==> src/rtl/drain_pkg.sv <==
// drain_pkg
// Shared definitions for the store drain slice:
//   state_t        - drain FSM states (WAIT, DRAIN)
//   N_DEFAULT      - default volume loaded on each fill
//   CBITS_DEFAULT  - default width of the level counter
//   cfg_ok()       - elaboration-time sanity check of an (N, CBITS) pair
package drain_pkg;

  typedef enum logic {
    WAIT  = 1'b0,
    DRAIN = 1'b1
  } state_t;

  localparam int N_DEFAULT     = 25000;
  localparam int CBITS_DEFAULT = 15;

  // The volume must be at least one unit and must fit in the level counter.
  function automatic bit cfg_ok(input int n, input int cbits);
    return (n >= 1) && (longint'(n) < (longint'(1) << cbits));
  endfunction

endpackage

==> src/rtl/store_drain_if.sv <==
// store_drain_if
// Bundles the fill indication, the unit-token handshake and the status
// outputs of store_drain.
//   full_in   - loader reports the store holds N units
//   out_valid - a unit token is offered to the sink
//   out_ready - the sink accepts a unit this cycle
//   level     - units still to drain
//   empty     - nothing loaded and no drain in progress
//   done      - one-cycle pulse on the last transfer of a fill
// Modports: master = store_drain side, slave = loader/sink side.
interface store_drain_if #(
  parameter int CBITS = drain_pkg::CBITS_DEFAULT
);

  logic             full_in;
  logic             out_valid;
  logic             out_ready;
  logic [CBITS-1:0] level;
  logic             empty;
  logic             done;

  modport master (
    input  full_in,
    input  out_ready,
    output out_valid,
    output level,
    output empty,
    output done
  );

  modport slave (
    output full_in,
    output out_ready,
    input  out_valid,
    input  level,
    input  empty,
    input  done
  );

endinterface

==> src/rtl/sat_down_counter.sv <==
// sat_down_counter
// Loadable down counter that saturates at zero.
//   clk, rst  - clock, synchronous active-high reset (count -> 0)
//   load      - load load_val this cycle (wins over dec)
//   load_val  - value to load
//   dec       - decrement by one; ignored when the count is already 0
//   count     - current count
//   is_one    - count equals 1 (next decrement is the final one)
module sat_down_counter #(
  parameter int CBITS = drain_pkg::CBITS_DEFAULT
) (
  input  logic             clk,
  input  logic             rst,
  input  logic             load,
  input  logic [CBITS-1:0] load_val,
  input  logic             dec,
  output logic [CBITS-1:0] count,
  output logic             is_one
);

  logic [CBITS-1:0] count_q;
  logic [CBITS-1:0] count_d;

  // Load has priority; a decrement at zero holds so the count never wraps.
  always_comb begin
    count_d = count_q;
    if (load) begin
      count_d = load_val;
    end else if (dec && (count_q != '0)) begin
      count_d = count_q - 1'b1;
    end
  end

  always_ff @(posedge clk) begin
    if (rst) begin
      count_q <= '0;
    end else begin
      count_q <= count_d;
    end
  end

  assign count  = count_q;
  assign is_one = (count_q == CBITS'(1));

endmodule

==> src/rtl/store_drain.sv <==
// store_drain
// Consumer side of the load/store tank. On a full indication it loads its
// level to N and hands out N unit tokens over a valid/ready handshake,
// pulsing done on the last one. A full indication seen while draining is
// remembered (at most one) and reloads the level without a bubble.
//   clk  - single clock, all state updates on posedge
//   rst  - synchronous active-high reset
//   bus  - store_drain_if master modport (full_in, out_ready in;
//          out_valid, level, empty, done out)
module store_drain
  import drain_pkg::*;
#(
  parameter int N     = N_DEFAULT,
  parameter int CBITS = CBITS_DEFAULT
) (
  input  logic          clk,
  input  logic          rst,
  store_drain_if.master bus
);

  localparam logic [CBITS-1:0] LOAD_VAL = CBITS'(N);

  if (!cfg_ok(N, CBITS)) begin : g_bad_cfg
    $error("store_drain: N must satisfy 1 <= N < 2**CBITS");
  end

  state_t           state_q, state_d;
  logic             pending_q, pending_d;
  logic             done_q, done_d;
  logic             load;
  logic             dec;
  logic             transfer;
  logic             is_one;
  logic [CBITS-1:0] count;

  sat_down_counter #(
    .CBITS (CBITS)
  ) u_counter (
    .clk      (clk),
    .rst      (rst),
    .load     (load),
    .load_val (LOAD_VAL),
    .dec      (dec),
    .count    (count),
    .is_one   (is_one)
  );

  assign transfer = (state_q == DRAIN) && bus.out_ready;

  // Next state, pending flag and counter control. On the final transfer a
  // pending fill, or one arriving in that same cycle, reloads straight away
  // so out_valid never drops between back-to-back fills.
  always_comb begin
    state_d   = state_q;
    pending_d = pending_q;
    done_d    = 1'b0;
    load      = 1'b0;
    dec       = 1'b0;
    case (state_q)
      WAIT: begin
        if (bus.full_in) begin
          state_d = DRAIN;
          load    = 1'b1;
        end
      end
      DRAIN: begin
        if (transfer && is_one) begin
          done_d = 1'b1;
          if (pending_q || bus.full_in) begin
            load      = 1'b1;
            pending_d = 1'b0;
          end else begin
            state_d = WAIT;
            dec     = 1'b1;
          end
        end else begin
          dec = transfer;
          if (bus.full_in) begin
            pending_d = 1'b1;
          end
        end
      end
      default: begin
        state_d = WAIT;
      end
    endcase
  end

  always_ff @(posedge clk) begin
    if (rst) begin
      state_q   <= WAIT;
      pending_q <= 1'b0;
      done_q    <= 1'b0;
    end else begin
      state_q   <= state_d;
      pending_q <= pending_d;
      done_q    <= done_d;
    end
  end

  assign bus.out_valid = (state_q == DRAIN);
  assign bus.empty     = (state_q == WAIT);
  assign bus.level     = count;
  assign bus.done      = done_q;

endmodule

==> src/flat_wrapper.sv <==
// flat-port wrapper written by rule: the top's interface ports become plain ports
module store_drain_flat import drain_pkg::*;
#(
  parameter int N     = N_DEFAULT,
  parameter int CBITS = CBITS_DEFAULT
)
  (clk, rst, bus_full_in, bus_out_ready, bus_out_valid, bus_level, bus_empty, bus_done);
  store_drain_if #(.CBITS(CBITS)) bus_i ();
  input  logic clk;
  input  logic rst;
  input wire logic [$bits(bus_i.full_in)-1:0] bus_full_in;
  input wire logic [$bits(bus_i.out_ready)-1:0] bus_out_ready;
  output wire logic [$bits(bus_i.out_valid)-1:0] bus_out_valid;
  output wire logic [$bits(bus_i.level)-1:0] bus_level;
  output wire logic [$bits(bus_i.empty)-1:0] bus_empty;
  output wire logic [$bits(bus_i.done)-1:0] bus_done;
  assign bus_i.full_in = bus_full_in;
  assign bus_i.out_ready = bus_out_ready;
  assign bus_out_valid = bus_i.out_valid;
  assign bus_level = bus_i.level;
  assign bus_empty = bus_i.empty;
  assign bus_done = bus_i.done;
  store_drain #(.N(N), .CBITS(CBITS)) u_core (.clk(clk), .rst(rst), .bus(bus_i));
endmodule
==> config.mk <==
export PLATFORM = sky130hd
export DESIGN_NAME = store_drain_flat
export DESIGN_NICKNAME = d
export VERILOG_FILES = /design/src/rtl/drain_pkg.sv /design/src/rtl/store_drain_if.sv /design/src/rtl/sat_down_counter.sv /design/src/rtl/store_drain.sv /design/src/flat_wrapper.sv
export SDC_FILE = /design/constraint.sdc
export NUM_CORES = 1
export LEC_CHECK = 0
export ABC_AREA = 1
export BUFFER_PORTS_ARGS = -buffer_cell sky130_fd_sc_hd__buf_4
export CAP_MARGIN = 5
export CORE_ASPECT_RATIO = 0.8
export CORE_MARGIN = 1
export CORE_UTILIZATION = 41
export DETAILED_ROUTE_END_ITERATION = 8
export PLACE_DENSITY = 0.73
export SLEW_MARGIN = 20
export SYNTH_ARGS = -nofsm -noshare
export SYNTH_HDL_FRONTEND = slang
export SYNTH_SLANG_ARGS = --single-unit
export TNS_END_PERCENT = 100
==> constraint.sdc <==
create_clock -name clk -period 1.6 [get_ports clk]
set_clock_uncertainty 0.2 [all_clocks]
set_input_delay 0.08 -clock clk [delete_from_list [all_inputs] [get_ports clk]]
set_output_delay 0.08 -clock clk [all_outputs]
set_load 0.01 [all_outputs]
==> impl_metrics.csv <==
group,metric,value,unit
pwr,p_leak,0.883,nW
clock_tree,htree_levels,1,
logic_synthesis,syn_area,1090,um2
cells_and_area,layout_commonest_cell,"buf_4",
cells_and_area,num-nets-final,228,
floorplan,num_rows,16,
logic_synthesis,synth_nets,170,
worst_setup_path,cp.arrival,1.75,ns
logic_synthesis,syn_area_per_cell,6.65,um2
global_route,grt_pass1_vias,1167,
worst_setup_path,crit_slowest_cell,"dfxtp_2",
clock_tree,clkLatencyLatePin,0.31,ns
cells_and_area,syn_to_final_growth,74.9,%
logic_synthesis,synth.area.top_cells,"dfxtp_1 (33%), nand2_1 (16%), nor2_1 (10%)",
logic_synthesis,seq_area_frac_synth,0.331,
pwr,power_density,782,nW/um2
floorplan,core_area,2480,um2
placement,place_ws,-0.105,ns
floorplan,io_pins,22,
detailed_routing,drt_iter0_drc,112,
detailed_routing,firstDrtPassIters,4,
detailed_routing,wirelength,4.24,mm
worst_setup_path,start_kind,"flip-flop",
detailed_routing,ant_nets,0,
timing,slew_violations,0,
logic_synthesis,ys_async_sr_fraction,0,
timing,fin_crit,1.73,ns
placement,port_buffers,21,
placement,gp_congestion,0.954,
timing,relSlewSlack,0.805,
placement,hpwlAfterDp,2.30,mm
logic_synthesis,yosys_warnings,0,
timing,setup_viol,15,
detailed_routing,drc,0,
worst_setup_path,critPathKind,"flip-flop to flip-flop",
logic_synthesis,synth_cells,164,
clock_tree,cts_inserted_buffers,3,
global_route,grt_overflow,0,
worst_setup_path,crit_fanout,3,
worst_setup_path,required,1.62,ns
worst_setup_path,endpoint_kind,"flip-flop",
timing,worst_slew_pin_slew,0.291,ns
cells_and_area,final_cell_mix,"buf_4 (48), nand2_1 (34), nor2_4 (15)",
cells_and_area,fillers,150,
global_route,antenna_found_initial,0,
clock_tree,numClockSinks,18,
global_route,grt_max_degree,11,
timing,holdWs,0.203,ns
outcome,status,"finished with violations",
timing,period_share,1.08,
global_route,grt_pass1_wl,5.36,mm
floorplan,start_util,0.439,
timing,hold_viol_final,0,
worst_setup_path,cpMostUsedCell,"nand2_1",
detailed_routing,via_count,1380,
global_route,grt_use_total,0.262,
logic_synthesis,post-synth-top-area-cell,"dfxtp_1",
floorplan,die_y,48.1,um
floorplan,die_area,2870,um2
logic_synthesis,synth_top_area_frac,0.331,
clock_tree,clock_path_buffers,2,
flow_run,max_cap_viol_count,0,
worst_hold_path,hold_class,"input port to flip-flop",
logic_synthesis,synth_flop_cell,"dfxtp_1",
cells_and_area,antennaDiodeCount,0,
logic_synthesis,synth_cell_types,23,
clock_tree,tritoncts,"yes",
timing,fin_ws,-0.133,ns
timing,setup_tns,-0.800,ns
timing,clock.fmax,577,MHz
detailed_routing,wl_per_cell,16.5,um
pwr,vdd_ir_drop_max,0.000574,V
detailed_routing,via_per_inst,5.37,
timing,rsz0062_at_grt,"yes",
logic_synthesis,yosys_register_bits,18,
floorplan,fp.dieW,59.6,um
cells_and_area,fin_util,0.768,
worst_setup_path,path_cells,"buf_6 -> nor2_4 -> nand2_4 -> nor2_4 -> nand2_1 -> nand2_1 -> nand3b_1 -> nand2_1 -> nor2_1 -> nor2_1",
cells_and_area,drive_above_1_share,0.566,
worst_setup_path,critical-path-max-stage-delay,0.36,ns
clock_tree,cts-root-buf,"clkbuf_4",
logic_synthesis,synth-edff-count,0,
clock_tree,clkTransAtPathRegs,0.11,ns
outcome,violations,"negative setup slack",
## metal layers
metal	routed length, um	up-vias	track usage
met3	256	21	0.0584
met4	218	0	0.112
met5	0	-	0
li1	-	634	-
met1	1690	647	0.319
met2	2070	78	0.458
## cell families after synthesis
kind of cell / share of synthesized area
AND/OR/NAND/NOR: 0.428
buffers and inverters: 0.0677
flip-flops: 0.331
AO/OA/AOI/OAI: 0.0700
XOR/XNOR: 0.0804
adder cells (fa/ha/maj): 0.0230
## power breakdown
group	switching (mW)	leakage (nW)	internal, mW	total (mW)
Combinational	0.389	0.708	0.288	0.677
Clock	0.162	0.0210	0.139	0.301
Sequential	0.0359	0.153	0.475	0.511
## what timing repair did
item,4_1_cts,5_1_grt
setup buffers,3,5
hold endpoints to repair,7,7
gates resized for setup,26,63
pin swaps,9,20
cloned,2,0
setup endpoints to repair,15,15
## cell usage after synthesis (2+ instances only)
master / number
nand2_1: 46
xor2_1: 7
inv_1: 15
nand3b_1: 2
inv_2: 2
nor2_4: 2
nand2_4: 2
ha_1: 2
nor2_2: 2
nor3_1: 4
nand3_1: 8
nand2_2: 3
nor2_1: 29
dfxtp_1: 18
xnor2_1: 3
a21oi_1: 11
o21ai_0: 2
## stage by stage
stage	total power [mW]	std cells	cell area, um2
finish	1.49	257	1910
global route	1.56	257	1910
CTS	1.32	250	1640
detailed placement	0.973	241	1470
global placement	0.965	241	1470
floorplan	0.802	164	1110
## critical path: cells and delay by family, from the launching register on
family                 cells  cell delay [ns]
buffers and inverters      1             0.12
flip-flops                 1             0.36
AND/OR/NAND/NOR            9             0.94
## layout make-up
type                       count  area (um2)  share of cell area
tap                           36        45.0              0.0236
timing repair buffer          52         403               0.211
sequential                    18         384               0.202
clock buffer                   4        36.3              0.0190
multi-input combinational    129         942               0.494
inverter                      18        95.1              0.0499
## worst paths after layout
kind | start | to | slack (ns) | cells past startpoint
hold / removal | bus_out_ready | u_core.u_counter.count[3] | 0.20 | 8
setup / recovery | u_core.u_counter.count[1] | u_core.u_counter.count[5] | -0.13 | 10
hold reg to reg | u_core.u_counter.count[14] | u_core.u_counter.count[14] | 0.34 | 2
setup reg to reg | u_core.u_counter.count[1] | u_core.u_counter.count[5] | -0.13 | 10
## flip-flops by register name, indices dropped and copies added (netlist names)
name / flops
u_core.u_counter.count: 15
u_core.bus.done: 1
u_core.bus.out_valid: 1
u_core.pending_q: 1
Power figures use the tool's default switching activity.
